**config.mk**
```make
export PLATFORM = sky130hd
export DESIGN_NAME = tx_prbs_capture
export DESIGN_NICKNAME = d
export VERILOG_FILES = /design/src/rtl/tx_pkg.sv /design/src/rtl/prbs_lfsr.sv /design/src/rtl/tx_prbs_capture.sv
export SDC_FILE = /design/constraint.sdc
export NUM_CORES = 2
export LEC_CHECK = 0
export BUFFER_PORTS_ARGS = -buffer_cell sky130_fd_sc_hd__buf_2
export CAP_MARGIN = 25
export CORE_ASPECT_RATIO = 2
export CORE_UTILIZATION = 40
export CTS_CLUSTER_DIAMETER = 200
export CTS_CLUSTER_SIZE = 40
export DETAILED_ROUTE_END_ITERATION = 12
export PLACE_DENSITY = 0.53
export SETUP_SLACK_MARGIN = 0.15
export SLEW_MARGIN = 20
export SYNTH_ARGS = -nofsm -noshare
export SYNTH_HDL_FRONTEND = slang
export SYNTH_SLANG_ARGS = --single-unit
```
**constraint.sdc**
```tcl
create_clock -name clock -period 14.75 [get_ports clock]
set_input_delay 1.475 -clock clock [delete_from_list [all_inputs] [get_ports clock]]
set_output_delay 1.475 -clock clock [all_outputs]
set_load 0.005 [all_outputs]
```
**src/rtl/tx_pkg.sv**
```systemverilog
// Shared definitions for the PRBS transmitter: LFSR geometry, per-channel seeds
// and the capture FSM state encoding.
package tx_pkg;

   localparam int PRBS_ORDER = 9;
   localparam int TAP_HI     = 8;
   localparam int TAP_LO     = 4;

   typedef enum logic [1:0] {
      ST_IDLE    = 2'd0,
      ST_CAPTURE = 2'd1,
      ST_DONE    = 2'd2
   } cap_state_t;

   // Distinct per channel and never zero for channel indices up to 255.
   function automatic logic [PRBS_ORDER-1:0] seed(input int c);
      return 9'h1FF ^ PRBS_ORDER'(c << 1);
   endfunction

endpackage

```
**src/rtl/prbs_lfsr.sv**
```systemverilog
// One PRBS9 channel (x^9 + x^5 + 1) with a registered output bit that updates
// only when advanced.
module prbs_lfsr
   import tx_pkg::*;
#(
   parameter logic [PRBS_ORDER-1:0] SEED = 9'h1FF
) (
   input  logic clock,
   input  logic reset,
   input  logic advance,
   output logic prbs_bit
);

   logic [PRBS_ORDER-1:0] r;

   // NOTE: sequential state uses non-blocking assignments so every register
   // samples the pre-edge values of its neighbours.
   always_ff @(posedge clock) begin
      if (reset) begin
         r        <= SEED;
         prbs_bit <= 1'b0;
      end else begin
         // An all-zero register would stick forever; pull it back to the seed.
         if (r == '0)
            r <= SEED;
         else if (advance)
            r <= {r[PRBS_ORDER-2:0], r[TAP_HI] ^ r[TAP_LO]};
         if (advance)
            prbs_bit <= r[TAP_HI];
      end
   end

endmodule

```
**src/rtl/tx_prbs_capture.sv**
```systemverilog
// Multi-channel PRBS9 transmitter with a programmable strobe divider and a
// capture RAM that records a burst of consecutive valid samples for read-back.
module tx_prbs_capture
   import tx_pkg::*;
#(
   parameter int NB_COUNT      = 3,
   parameter int NUM_CH        = 4,
   parameter int CAPTURE_DEPTH = 1024,
   parameter int NB_ADDR       = 10
) (
   input  logic                clock,
   input  logic                i_reset,
   input  logic [3:0]          i_enable,
   input  logic [NB_COUNT-1:0] i_rate,
   input  logic                i_start,
   input  logic [NB_ADDR-1:0]  i_rd_addr,
   output logic [3:0]          o_leds,
   output logic [NUM_CH-1:0]   o_data,
   output logic                o_valid,
   output logic                o_busy,
   output logic                o_done,
   output logic [NUM_CH-1:0]   o_rd_data
);

   logic [NB_COUNT-1:0] count;
   logic                tick;
   logic                advance;
   cap_state_t          state;
   logic [NB_ADDR-1:0]  wr_addr;
   logic                wr_en;
   logic [NUM_CH-1:0]   mem [CAPTURE_DEPTH];

   assign o_leds = i_enable;

   // >= rather than == so lowering i_rate below count fires on the next cycle.
   assign tick    = i_enable[0] && (count >= i_rate);
   assign advance = tick && i_enable[1];

   always_ff @(posedge clock) begin
      if (i_reset)
         count <= '0;
      else if (tick)
         count <= '0;
      else if (i_enable[0])
         count <= count + 1'b1;
   end

   for (genvar c = 0; c < NUM_CH; c++) begin : g_ch
      prbs_lfsr #(
         .SEED(seed(c))
      ) u_lfsr (
         .clock    (clock),
         .reset    (i_reset),
         .advance  (advance),
         .prbs_bit (o_data[c])
      );
   end

   always_ff @(posedge clock) begin
      if (i_reset)
         o_valid <= 1'b0;
      else
         o_valid <= advance;
   end

   always_ff @(posedge clock) begin
      if (i_reset) begin
         state   <= ST_IDLE;
         wr_addr <= '0;
         o_busy  <= 1'b0;
         o_done  <= 1'b0;
      end else begin
         case (state)
            ST_IDLE: begin
               if (i_start && i_enable[2]) begin
                  state   <= ST_CAPTURE;
                  wr_addr <= '0;
                  o_busy  <= 1'b1;
               end
            end
            ST_CAPTURE: begin
               if (!i_enable[2]) begin
                  state   <= ST_IDLE;
                  wr_addr <= '0;
                  o_busy  <= 1'b0;
               end else if (o_valid) begin
                  wr_addr <= wr_addr + 1'b1;
                  if (wr_addr == NB_ADDR'(CAPTURE_DEPTH - 1)) begin
                     state  <= ST_DONE;
                     o_busy <= 1'b0;
                     o_done <= 1'b1;
                  end
               end
            end
            ST_DONE: begin
               if (i_start && i_enable[2]) begin
                  state   <= ST_CAPTURE;
                  wr_addr <= '0;
                  o_busy  <= 1'b1;
                  o_done  <= 1'b0;
               end
            end
            default: state <= ST_IDLE;
         endcase
      end
   end

   // An abort or a reset on the same edge suppresses the write.
   assign wr_en = (state == ST_CAPTURE) && i_enable[2] && o_valid && !i_reset;

   // NOTE: the RAM has no reset so it maps onto block memory and keeps
   // captured data across a reset.
   always_ff @(posedge clock) begin
      if (wr_en)
         mem[wr_addr] <= o_data;
   end

   always_ff @(posedge clock) begin
      if (i_reset)
         o_rd_data <= '0;
      else
         o_rd_data <= mem[i_rd_addr];
   end

endmodule

```
==> impl_metrics.json <==
{
  "status": "finished clean",
  "grt_use_total_pct": 25.57,
  "coreArea_um2": 410800,
  "holdBufCountCts": 0,
  "insertion_delay_ns": 0.93,
  "cts_tree": "built",
  "drt_first_pass_iters": 5,
  "wl_um": 535500,
  "hold_viol_final": 0,
  "post_drt_wl_per_cell_um": 38.41,
  "endpoint_kind": "flip-flop",
  "critical_path_depth": 11,
  "tns_ns": 0,
  "synth-seq-area-share_pct": 75.32,
  "via_per_inst": 6.054,
  "fin_crit_ns": 6.189,
  "synth.cell_area_um2": 164900,
  "worst_slew_pin_slew_ns": 1.225,
  "die_h_um": 910.2,
  "cp.required_ns": 15.53,
  "grt_max_degree": 235,
  "gp_congestion": 0.8558,
  "post-route-drc-count": 0,
  "clock.fmax_mhz": 161.6,
  "io_pins": 35,
  "seqCellArea_um2": 124300,
  "arrival_ns": 6.97,
  "clkTransAtPathRegs_ns": 0.15,
  "final.fill_count": 35970,
  "cp_slowest_cell": "a2111oi_0",
  "multiInputGateArea_um2": 37450,
  "yosys_warnings": 0,
  "synth_cells": 8690,
  "maxSlewViolCount": 0,
  "die-area_um2": 415100,
  "clock_path_buffers": 3,
  "hpwl_um": 339000,
  "slew_headroom_pct": 18.33,
  "min_period_over_period_pct": 41.96,
  "worst-r2r-cell-count": 7,
  "fp.dieW_um": 456.1,
  "drive_gt1_share_pct": 15.91,
  "critPathLaunchType": "input port",
  "skew_ns": 0.06833,
  "rsz0062_at_grt": "false",
  "setup-violations-final": 0,
  "grt_pass1_vias": 87820,
  "synthToLayoutAreaGrowth_pct": 5.703,
  "ant_nets": 0,
  "grt_antenna_before_repair": 41,
  "cts_buffers": 113,
  "power_w": 0.01896,
  "synth_edf_count": 4096,
  "nNetsFinal": 8507,
  "cp_top_family": "buffers and inverters",
  "root_buffer": "clkbuf_16",
  "drt_iter0_markers": 9320,
  "hp-class": "reg2reg",
  "initial_utilization_pct": 40.15,
  "ys_ff_latch": 4158,
  "gr-total-overflow": 0,
  "hold_depth": 2,
  "cp_slowest_stage_delay_ns": 0.83,
  "ys.flop_type": "edfxtp_1",
  "syn-num-nets": 8718,
  "synth_cell_types": 78,
  "path_class": "in2reg",
  "powerDensity_nw_per_um2": 108.8,
  "crit_chain": "buf_12 -> buf_4 -> buf_4 -> mux4_2 -> mux4_2 -> nand2_1 -> nand2_1 -> a2111oi_0 -> o211ai_1 -> nand3_1 -> o22ai_1",
  "async_flop_share_pct": 0,
  "vias": 84390,
  "vdd_drop_max_uv": 123.1,
  "max-cap-violations": 0,
  "cp_max_fo": 59,
  "clock_sinks": 4158,
  "post_cts_buffers": 0,
  "h-tree-depth": 3,
  "syn_area_per_cell_um2": 18.98,
  "std_cell_rows": 333,
  "path_buf_inv": 3,
  "io_buffers": 32,
  "p_leak_nw": 58.40,
  "grt_pass1_wl_um": 729300,
  "ctsResizeCount": 0
}
[flip-flops by register name (all words and copies together), names as in the netlist]
| signal | cells |
|---|---|
| count | 3 |
| g_ch.u_lfsr.prbs_bit | 4 |
| g_ch.u_lfsr.r | 36 |
| mem | 4096 |
| o_busy | 1 |
| o_done | 1 |
| o_rd_data | 4 |
| o_valid | 1 |
| state | 2 |
| wr_addr | 10 |
[worst register-to-register path, cell delays in order, from the launching register on]
cell and delay [ns]:
dfxtp_1 0.57, nand2_1 0.23, nor4b_2 0.40, clkbuf_4 0.30
and2_1 0.87, nand2_4 0.85, buf_4 0.65, nor2_1 0.54
[layout by cell type, fill, tap and decap left out, types with 17 or more instances in the layout]
master,n
a211oi_1,30
a21oi_1,146
a221oi_1,18
a22oi_1,93
a31oi_1,35
and2_1,25
buf_12,20
buf_2,29
buf_4,241
clkbuf_1,60
clkbuf_16,117
dfxtp_1,58
diode_2,37
edfxtp_1,4096
mux2_2,17
mux2i_1,506
mux4_2,821
nand2_1,216
nand2_4,25
nand3_1,77
nor2_1,1139
nor3_1,91
nor4_1,24
o21ai_0,35
o221ai_1,168
o22ai_1,147
[final timing paths]
kind	slack [ns]	from	endpoint
max reg2reg	10.00	state[0]	mem[50][1]
max	8.56	i_rd_addr[0]	o_rd_data[2]
min	0.50	g_ch[0].u_lfsr.r[1]	g_ch[0].u_lfsr.r[2]
min reg2reg	0.50	g_ch[0].u_lfsr.r[1]	g_ch[0].u_lfsr.r[2]
[Yosys cell counts (38+ instances only)]
cell type	count	area, um^2
mux4_2	821	18490
o22ai_1	147	919.6
clkbuf_1	335	1257
nand2_1	253	949.7
dfxtp_1	62	1241
mux2i_1	506	5065
buf_2	97	485.5
edfxtp_1	4096	123000
buf_8	38	570.6
nor2_1	1144	4294
a22oi_1	93	698.2
a21oi_1	146	730.7
nor3_1	100	500.5
o21ai_0	41	205.2
nand3_1	78	390.4
o221ai_1	168	1471
buf_6	78	878.3
[cells by family (layout without fill, tap and decap cells)]
family / after synthesis / count (layout) / share of synthesized area [%]
flops: 4158 / 4158 / 75.32
simple gates: 1725 / 1725 / 4.320
mux: 1352 / 1352 / 14.52
compound gates: 790 / 790 / 3.357
buf+inv: 642 / 496 / 2.339
xor+xnor: 15 / 15 / 0.07965
fa+ha+maj: 8 / 8 / 0.06069
other cells: 0 / 37 / 0
[per-stage QoR]
stage          hold slack [ns]  worst slack, ns  instance area [um^2]  utilization, %  std cells
3_3_place_gp            0.4667            7.108                170700           41.56      13700
6_report                0.4954            8.561                174400           42.44      13940
5_1_grt                 0.5284            8.414                174300           42.43      13930
2_1_floorplan           0.4541            5.655                165000               -       8690
3_5_place_dp            0.4810            7.459                170900           41.61      13720
4_1_cts                 0.4998            8.444                174100           42.39      13900
[report_power, final]
part,total (W),internal (W),switching [W]
clock,0.00490,0.00150,0.00339
sequential,0.0130,0.0129,0.0000157
combinational,0.00111,0.000329,0.000777
total,0.0190,0.0148,0.00419
[final cells by class]
class / instances / area share, %
diodes: 37 / 0.05310
clock buffers: 178 / 1.816
clock inverters: 2 / 0.01005
inverters: 11 / 0.03086
multi-input cells: 3890 / 21.48
flip-flops and latches: 4158 / 71.26
well taps: 5360 / 3.846
repair buffers: 305 / 1.503
[routing by layer]
layer  vias up  global-route usage [%]  routed length (um)
met5         -                       0                 127
met3       898                   2.589               26500
met2      3135                   47.28              286900
met4        18                   17.34               44000
met1     45890                   27.43              178000
li1      34450                       -                   -
No activity file was read; power rests on OpenSTA's default activity.
